File: config.mk
export PLATFORM = sky130hd
export DESIGN_NAME = tx_fsm_flat
export DESIGN_NICKNAME = d
export VERILOG_FILES = /design/src/rtl/tx_fsm_if.sv /design/src/rtl/tx_fsm.sv /design/src/flat_wrapper.sv
export SDC_FILE = /design/constraint.sdc
export NUM_CORES = 1
export LEC_CHECK = 0
export BUFFER_PORTS_ARGS = -buffer_cell sky130_fd_sc_hd__buf_2
export CAP_MARGIN = 20
export CORE_UTILIZATION = 41
export CTS_CLUSTER_DIAMETER = 150
export DETAILED_ROUTE_END_ITERATION = 16
export SLEW_MARGIN = 10
export SYNTH_ARGS = -nofsm -noshare
export SYNTH_HDL_FRONTEND = slang
export SYNTH_SLANG_ARGS = --single-unit
File: constraint.sdc
create_clock -name clk -period 2.3 [get_ports clk]
set_clock_uncertainty 0.15 [all_clocks]
set_input_delay 0.345 -clock clk [delete_from_list [all_inputs] [get_ports clk]]
set_output_delay 0.345 -clock clk [all_outputs]
set_load 0.01 [all_outputs]
File: src/rtl/tx_fsm_if.sv
// rtl/tx_fsm_if.sv - packed user-project pin bundle for the ARQ transmit block (master drives ui_in)
interface tx_fsm_if;
    logic [7:0] ui_in;
    logic [7:0] uo_out;
    logic [7:0] uio_in;
    logic [7:0] uio_out;
    logic [7:0] uio_oe;
    logic       ena;

    modport master (
        output ui_in,
        output uio_in,
        output ena,
        input  uo_out,
        input  uio_out,
        input  uio_oe
    );

    modport slave (
        input  ui_in,
        input  uio_in,
        input  ena,
        output uo_out,
        output uio_out,
        output uio_oe
    );
endinterface

File: src/rtl/tx_fsm.sv
// rtl/tx_fsm.sv - ARQ transmit block: nibble FIFO plus IDLE/TX state machine; RETRY_LIMIT_EN enables drop after MAX_RETRY NACKs
module tx_fsm #(
    parameter int DEPTH     = 8,
    parameter int MAX_RETRY = 3
) (
    input  logic     clk,
    input  logic     rst_n,
    tx_fsm_if.slave  bus
);
    localparam int AW = $clog2(DEPTH);
    localparam int CW = AW + 1;
    localparam int RW = (MAX_RETRY > 3) ? $clog2(MAX_RETRY + 1) : 2;

    typedef enum logic [0:0] {
        IDLE = 1'b0,
        TX   = 1'b1
    } state_t;

    state_t         state;
    state_t         state_nxt;

    logic [3:0]     mem [DEPTH];
    logic [AW-1:0]  wr_ptr;
    logic [AW-1:0]  rd_ptr;
    logic [CW-1:0]  count;
    logic [RW-1:0]  retry_cnt;
    logic [RW-1:0]  retry_nxt;

    logic [3:0]     tx_data_q;
    logic [3:0]     tx_data_nxt;
    logic           ack_q;
    logic           ack_nxt;
    logic           nack_q;
    logic           nack_nxt;
    logic           fault_q;
    logic           fault_nxt;
    logic           drop_q;
    logic           drop_nxt;

    logic           wr_en;
    logic           rd_en;
    logic [3:0]     data_in;
    logic [1:0]     err_mode;
    logic           full;
    logic           empty;
    logic           push;
    logic           pop;
    logic [3:0]     head;
    logic [7:0]     count_ext;
    logic           unused_ok;

    assign wr_en    = bus.ui_in[7];
    assign rd_en    = bus.ui_in[6];
    assign data_in  = bus.ui_in[5:2];
    assign err_mode = bus.ui_in[1:0];

    assign full  = (count == CW'(DEPTH));
    assign empty = (count == '0);
    assign push  = wr_en && !full;
    assign head  = mem[rd_ptr];

    // Next state and the transaction result, resolved on the accepting edge
    always_comb begin
        state_nxt   = state;
        pop         = 1'b0;
        retry_nxt   = retry_cnt;
        tx_data_nxt = tx_data_q;
        ack_nxt     = 1'b0;
        nack_nxt    = 1'b0;
        fault_nxt   = 1'b0;
        drop_nxt    = 1'b0;
        case (state)
            IDLE: begin
                if (rd_en && !empty) begin
                    state_nxt = TX;
                    case (err_mode)
                        2'b00: begin
                            tx_data_nxt = head;
                            ack_nxt     = 1'b1;
                            pop         = 1'b1;
                            retry_nxt   = '0;
                        end
                        2'b01: begin
                            tx_data_nxt = head ^ 4'hF;
                            ack_nxt     = 1'b1;
                            fault_nxt   = 1'b1;
                            pop         = 1'b1;
                            retry_nxt   = '0;
                        end
                        default: begin
                            tx_data_nxt = head;
                            nack_nxt    = 1'b1;
`ifdef RETRY_LIMIT_EN
                            // The NACK that reaches the limit gives up on this entry
                            if (retry_cnt == RW'(MAX_RETRY - 1)) begin
                                pop       = 1'b1;
                                drop_nxt  = 1'b1;
                                fault_nxt = 1'b1;
                                retry_nxt = '0;
                            end else begin
                                retry_nxt = retry_cnt + 1'b1;
                            end
`else
                            // Unlimited retransmission; counter only reports that retries happen
                            if (retry_cnt != RW'(3)) begin
                                retry_nxt = retry_cnt + 1'b1;
                            end
`endif
                        end
                    endcase
                end
            end
            TX: begin
                state_nxt = IDLE;
            end
            default: begin
                state_nxt = IDLE;
            end
        endcase
    end

    // State, retry counter and registered transaction outputs
    always_ff @(posedge clk or negedge rst_n) begin
        if (!rst_n) begin
            state     <= IDLE;
            retry_cnt <= '0;
            tx_data_q <= '0;
            ack_q     <= 1'b0;
            nack_q    <= 1'b0;
            fault_q   <= 1'b0;
            drop_q    <= 1'b0;
        end else begin
            state     <= state_nxt;
            retry_cnt <= retry_nxt;
            tx_data_q <= tx_data_nxt;
            ack_q     <= ack_nxt;
            nack_q    <= nack_nxt;
            fault_q   <= fault_nxt;
            drop_q    <= drop_nxt;
        end
    end

    // FIFO storage; contents are meaningless after reset because pointers restart
    always_ff @(posedge clk) begin
        if (push) begin
            mem[wr_ptr] <= data_in;
        end
    end

    // FIFO pointers and occupancy; simultaneous push and pop leave count unchanged
    always_ff @(posedge clk or negedge rst_n) begin
        if (!rst_n) begin
            wr_ptr <= '0;
            rd_ptr <= '0;
            count  <= '0;
        end else begin
            if (push) begin
                wr_ptr <= wr_ptr + 1'b1;
            end
            if (pop) begin
                rd_ptr <= rd_ptr + 1'b1;
            end
            case ({push, pop})
                2'b10:   count <= count + 1'b1;
                2'b01:   count <= count - 1'b1;
                default: count <= count;
            endcase
        end
    end

    assign count_ext = 8'(count);

    assign bus.uo_out  = {fault_q, nack_q, ack_q, (state == TX), tx_data_q};
    assign bus.uio_out = {(retry_cnt != '0), drop_q, empty, full, count_ext[3:0]};
    assign bus.uio_oe  = 8'hFF;

    assign unused_ok = ^{bus.uio_in, bus.ena, count_ext[7:4]};

endmodule

File: src/flat_wrapper.sv
// flat-port wrapper written by rule: the top's interface ports become plain ports
module tx_fsm_flat 
#(
    parameter int DEPTH     = 8,
    parameter int MAX_RETRY = 3
)
  (clk, rst_n, bus_ui_in, bus_uio_in, bus_ena, bus_uo_out, bus_uio_out, bus_uio_oe);
  tx_fsm_if bus_i ();
  input  logic clk;
  input  logic rst_n;
  input wire logic [$bits(bus_i.ui_in)-1:0] bus_ui_in;
  input wire logic [$bits(bus_i.uio_in)-1:0] bus_uio_in;
  input wire logic [$bits(bus_i.ena)-1:0] bus_ena;
  output wire logic [$bits(bus_i.uo_out)-1:0] bus_uo_out;
  output wire logic [$bits(bus_i.uio_out)-1:0] bus_uio_out;
  output wire logic [$bits(bus_i.uio_oe)-1:0] bus_uio_oe;
  assign bus_i.ui_in = bus_ui_in;
  assign bus_i.uio_in = bus_uio_in;
  assign bus_i.ena = bus_ena;
  assign bus_uo_out = bus_i.uo_out;
  assign bus_uio_out = bus_i.uio_out;
  assign bus_uio_oe = bus_i.uio_oe;
  tx_fsm #(.DEPTH(DEPTH), .MAX_RETRY(MAX_RETRY)) u_core (.clk(clk), .rst_n(rst_n), .bus(bus_i));
endmodule
==> metrics.txt, run 1 <==
status finished clean; internal cell power 2.17 mW; DR vias/cell 4.87; post-synthesis adder-cell area fraction 3.70%; number of flops mapped to enable cells by yosys 32; GRT Residual Overflow 0; Pwr Total 3.24 mW; final instance area 0.00274 sq mm; row cnt 27; final worst-path cycle share 97.6%; n_diodes 0; Synth Area in XOR/XNOR 2.96%; Synth Area in Simple Gates 9.24%; CTS tree built; Synth area leaders edfxtp_1 (41%), dfrtp_1 (21%), mux4_2 (7.6%), buf_4 (4.8%), ha_1 (3.7%); drc violations 0; initial antenna violation count 0; Cells after Synth 161; Synth top area share 40.5%; Slew Viols, Final 0; worst hold-check path type in2reg; Worst Path Max Fanout 5; first-pass GRT wire length 6230 microns; Warnings, synthesis 0; die area 0.00609 sq mm; total number of vias 1,305; Req. time, crit path 2.34 ns; initial DRC count 67; compound-cell area share of the yosys netlist 4.17%; Mapped Area 0.00237 sq mm; worst path arrival time 2.28 ns; CP Capture Type register; R2R Path End u_core.count[2]; Post-synth top cells edfxtp_1 (32), dfrtp_1 (20), buf_4 (15), nand2_1 (9); clk root buf clkbuf_8; TritonRoute pass-1 iters 4; RSZ-0062 raised after global routing yes; async set-or-reset flop fraction in the synthesized netlist 38.5%; Max clock buf depth 2; Final nets 221; pre-CTS worst setup slack 0.0502 ns; Cell variety after synth 33; Placer Congestion 0.824; multiplexer area fraction after synthesis 10.7%; Area growth syn-to-layout 15.4%; Worst Reg-to-Reg Cells 9; sw frac 33.0%; main flop type after synthesis edfxtp_1; maximum clock rate 446 MHz; r2r setup slk 0.06 ns; IO Port Bufs 24; fin cells 268; Placed Area 0.00253 sq mm; # setup viols final 0; peak supply drop 0.394 mV; H-tree depth 2; GRT Util Overall 13.7%; crit path from u_core.count[0]; Hold Vio Cnt, Final 0; Flop pwr share 45.2%; Initial Util 42.8%; crit start category register; DP HPWL 2800 microns; number of global-route vias before repair 1,266; TritonCTS buffer count 5; CP endpoint u_core.count[2]; Clock Power Share 19.3%; syn_area_per_cell 14.7 sq um; #FFs+latches synth 52; main combinational cell family by area after synthesis multiplexers; Logic pwr share 35.5%; Die Span Y 78.0 microns; Inst Count DP 252; sequential-to-total area share from yosys stat 61.7%; post-synth top area cell edfxtp_1; worst setup path class reg2reg; most frequent cell after synthesis edfxtp_1; Top Ports 43; RR Startpoint u_core.count[0]; clock sinks 52; Net Sw Power 1.07 mW; share of cells above drive strength 1 35.2%; detailed-route wire length 4000 microns; cell area power density 1180 mW/mm^2; post-route setup slack 0.0554 ns; core area 0.00554 sq mm; Die W 78.0 microns; largest net degree at the start of global routing 21; DRT antenna net count 0; Setup TNS 0 ns; Worst-path clk slew 0.09 ns; worst skew pair latency 0.30 ns; min cycle time layout 2.24 ns; max-cap violations 0; WL/cell 14.9 microns; P_leak 1.12 nW
[power by group through the flow]
stage	clock network (mW)	logic [mW]	registers [mW]
floorplan	0	0.819	1.42
global placement	0	1.01	1.46
detailed placement	0	1.06	1.48
CTS	0.647	1.07	1.46
global route	0.679	1.28	1.49
finish	0.626	1.15	1.46
[what timing repair did]
item / in CTS / in global routing
gates resized for setup: 0 / 7
hold endpoints to repair: 20 / 0
endpoints found under the setup margin: 0 / 2
setup buffers: 0 / 7
hold buffers: 1 / 0
[cells in the final DEF (no fill, tap or decap), types with 2 or more instances in the layout]
cell      instances
a22o_1            3
xnor2_1           4
a221o_1           4
ha_2              2
nor2_1            7
xor2_1            4
nand2_1           9
conb_1            9
buf_2            24
mux2_2            3
dfrtp_1          18
mux2i_1           4
ha_1              4
edfxtp_1         32
buf_4            16
nand2b_1          6
and2_1            2
inv_1             5
clkbuf_8          5
mux4_2            8
dfrtp_2           2
nor3_1            7
[through the flow]
stage | utilization, % | hold WS (ns)
after floorplan | - | -0.101
after global placement | 45.6 | 0.153
after detailed placement | 45.6 | 0.172
after global routing | 49.4 | 0.160
final | 49.4 | 0.164
after CTS | 47.8 | 0.157
[worst min-delay path by stage]
stage / startpoint / endpoint / slack (ns) / cells past startpoint
after floorplan: rst_n / u_core.ack_q / -0.10 / 0
after global placement: rst_n / u_core.nack_q / 0.15 / 1
after detailed placement: rst_n / u_core.state / 0.17 / 1
after CTS: bus_ui_in[3] / u_core.mem[6][1] / 0.16 / 1
after global routing: bus_ui_in[3] / u_core.mem[7][1] / 0.16 / 1
final: bus_ui_in[3] / u_core.mem[6][1] / 0.16 / 1
[state kept, by name (all words and copies together) (netlist names), 2 cells and up]
signal and cells:
u_core.mem 32, u_core.count 4, u_core.tx_data_q 4, u_core.rd_ptr 3
u_core.wr_ptr 3, u_core.retry_cnt 2
[worst max-delay path: stages (launching register included)]
cell	delay, ns
dfrtp_2	0.48
nor4_4	0.35
nor3_2	0.10
ha_2	0.21
xor2_1	0.17
ha_2	0.17
a21oi_2	0.11
xor2_1	0.15
nor2_1	0.08
xor2_1	0.17
[cell families (layout without fill, tap and decap cells)]
logic type | after synthesis | in the layout
fa+ha+maj | 7 | 7
flops | 52 | 52
xor+xnor | 8 | 8
buf+inv | 26 | 54
compound gates | 12 | 12
mux | 15 | 15
other cells | 2 | 9
simple gates | 39 | 39
[area by class of cell]
class | count | area [sq um]
sequential | 52 | 1460
timing repair buffer | 41 | 250
tap | 72 | 90.1
inverter | 5 | 18.8
clock buffer | 6 | 72.6
fill | 481 | 2810
clock inverter | 2 | 38.8
multi-input combinational | 90 | 801
[layer usage]
metal  GRT usage, %  wire length [microns]
met2           22.0                   2010
met3           3.26                    166
met1           17.8                   1760
met5              0                      0
met4           6.11                     57
No activity file was read; power rests on OpenSTA's default activity.
==> run 2: changes to the inputs <==
--- a/config.mk
+++ b/config.mk
@@ -5,11 +5,13 @@
 export SDC_FILE = /design/constraint.sdc
 export NUM_CORES = 1
 export LEC_CHECK = 0
+export ABC_AREA = 1
 export BUFFER_PORTS_ARGS = -buffer_cell sky130_fd_sc_hd__buf_2
 export CAP_MARGIN = 20
-export CORE_UTILIZATION = 41
+export CORE_UTILIZATION = 50
 export CTS_CLUSTER_DIAMETER = 150
 export DETAILED_ROUTE_END_ITERATION = 16
+export PLACE_DENSITY = 0.75
 export SLEW_MARGIN = 10
 export SYNTH_ARGS = -nofsm -noshare
 export SYNTH_HDL_FRONTEND = slang
==> run 2 against run 1 <==
Against the previous run: worst setup slack gained 0.072 ns; die area shrank 10%; global-route usage grew 4.0 points; critical path depth grew 1; clock power shrank 3%; largest cell class unchanged; core utilization grew 9.7 points.
==> metrics.txt, run 2 <==
status finished clean; Pwr Total 3.36 mW; die area 0.00547 sq mm; Placer Congestion 0.764; Die Span Y 74.0 microns; n_diodes 0; Warnings, synthesis 0; # setup viols final 0; pre-CTS worst setup slack 0.126 ns; share of cells above drive strength 1 19.0%; GRT Util Overall 17.8%; drc violations 0; post-synth top area cell edfxtp_1; crit start category register; total number of vias 1,711; Synth top area share 37.1%; #FFs+latches synth 52; largest net degree at the start of global routing 21; CP peak stage delay 0.45 ns; most frequent cell after synthesis nand2_1; initial antenna violation count 0; P_leak 1.44 nW; IO Port Bufs 24; Final nets 330; Req. time, crit path 2.38 ns; clock sinks 52; number of flops mapped to enable cells by yosys 32; clk root buf clkbuf_8; Area growth syn-to-layout 10.5%; Max clock buf depth 2; H-tree depth 2; worst-path cell chain nor2_2 -> nand3_2 -> nand2_4 -> nor2_4 -> buf_4 -> ha_1 -> nor3_1 -> nand3_1 -> nand2_1 -> xor2_1; worst setup path class reg2reg; max-cap violations 0; peak supply drop 0.618 mV; final worst-path cycle share 94.5%; initial DRC count 79; max reg flops 32; commonest non-fill, non-tap cell in the layout nand2_1; Cells after Synth 276; worst path arrival time 2.26 ns; Worst Path Max Fanout 6; Mapped Area 0.00259 sq mm; worst hold-check path type in2reg; Hold Vio Cnt, Final 0; sequential-to-total area share from yosys stat 56.5%; CTS tree built; DRT antenna net count 0; CP Capture Type register; detailed-route wire length 4360 microns; min cycle time layout 2.17 ns; Die W 74.0 microns; cell area power density 1180 mW/mm^2; Top Ports 43; post-route setup slack 0.128 ns; Cell variety after synth 27; syn_area_per_cell 9.38 sq um; Synth area leaders edfxtp_1 (37%), dfrtp_1 (19%), nand2_1 (11%), inv_1 (7.0%), nand3_1 (5.2%); Worst-path clk slew 0.09 ns; Post-synth top cells nand2_1 (73), inv_1 (48), edfxtp_1 (32), nand3_1 (27), dfrtp_1 (20); maximum clock rate 460 MHz; number of global-route vias before repair 1,561; main flop type after synthesis edfxtp_1; Largest regs u_core.mem: 32 flops, u_core.count: 4 flops, u_core.tx_data_q: 4 flops; Crit-path slowest cell dfrtp_2; DR vias/cell 4.60; DP HPWL 3190 microns; Initial Util 53.4%; core area 0.00485 sq mm; Slew Viols, Final 0; WL/cell 11.7 microns; TritonCTS buffer count 5; WP buf/inv 1; row cnt 25; most frequent cells in the layout nand2_1 (73), inv_1 (47), edfxtp_1 (32); Worst path top cell family by delay simple AND/OR/NAND/NOR gates; GRT Residual Overflow 0; worst skew pair latency 0.30 ns; TritonRoute pass-1 iters 4; async set-or-reset flop fraction in the synthesized netlist 38.5%; Largest Register u_core.mem; first-pass GRT wire length 7070 microns
==> run 2: changes by cell type after synthesis, sizes merged, moves of 5 or more <==
cell,previous run,this run
o21ai,0,7
nor2,7,15
inv,5,53
nand2,9,76
nand3,0,29
nand2b,6,0
mux4,8,0
nor3,9,1
nand4,0,5
==> run 2: logic make-up after synthesis <==
logic type | after synthesis | synth area share (%)
simple gates | 127 | 22.0
buf+inv | 72 | 13.5
flops | 52 | 56.5
compound gates | 8 | 1.69
xor+xnor | 8 | 2.71
fa+ha+maj | 7 | 3.38
other cells | 2 | 0.290
==> run 2: worst reg2reg max path, stage by stage, from the launching register on <==
cell and delay [ns]:
dfrtp_2 0.45, nor2_2 0.10, nand3_2 0.13, nand2_4 0.13
nor2_4 0.06, buf_4 0.15, ha_1 0.34, nor3_1 0.25
nand3_1 0.11, nand2_1 0.10, xor2_1 0.14
==> run 2: layer usage <==
layer  vias up  share of wire [%]  GRT usage [%]
met3         9                4.0           3.39
met1       770                 45           23.1
met4         0                2.2           9.19
li1        888                  -              -
met2        44                 49           28.5
met5         -                  0              0
==> run 2: timing repair <==
action	in CTS	in global routing
setup endpoints to repair	0	2
gates resized for setup	0	3
endpoints found under the hold margin	20	0
setup buffers	0	5
hold buffers	1	0
==> run 2: through the flow <==
stage               util (%)  cell area [sq um]  setup TNS (ns)  hold slack, ns  instances
global route            59.0               2860         -0.0145           0.162        372
global placement        55.6               2690               0           0.172        358
floorplan                  -               2620               0          -0.101        283
CTS                     58.1               2820               0           0.155        367
detailed placement      55.6               2690               0           0.167        358
finish                  59.0               2860               0           0.162        372
==> run 2: cell type report <==
class	count	area [sq um]
fillers	433	1990
flip-flops and latches	52	1460
multi-input cells	159	812
inverters	53	201
repair buffers	33	190
well taps	67	83.8
clock buffers	5	68.8
clock inverters	3	42.5
==> run 2: final timing paths <==
check,start,to,slack (ns),cells past startpoint
max,u_core.count[0],u_core.count[3],0.13,10
min,bus_ui_in[1],u_core.nack_q,0.16,3
max reg2reg,u_core.count[0],u_core.count[3],0.13,10
min reg2reg,u_core.count[3],u_core.count[3],0.36,1
max in group asynchronous,rst_n,u_core.count[0],1.29,2
min in group asynchronous,rst_n,u_core.nack_q,0.36,2
==> run 2: power breakdown <==
group	total [mW]	internal [mW]	switching, mW
registers	1.43	1.24	0.194
clock network	0.610	0.322	0.288
logic	1.32	0.506	0.817
total	3.36	2.07	1.30
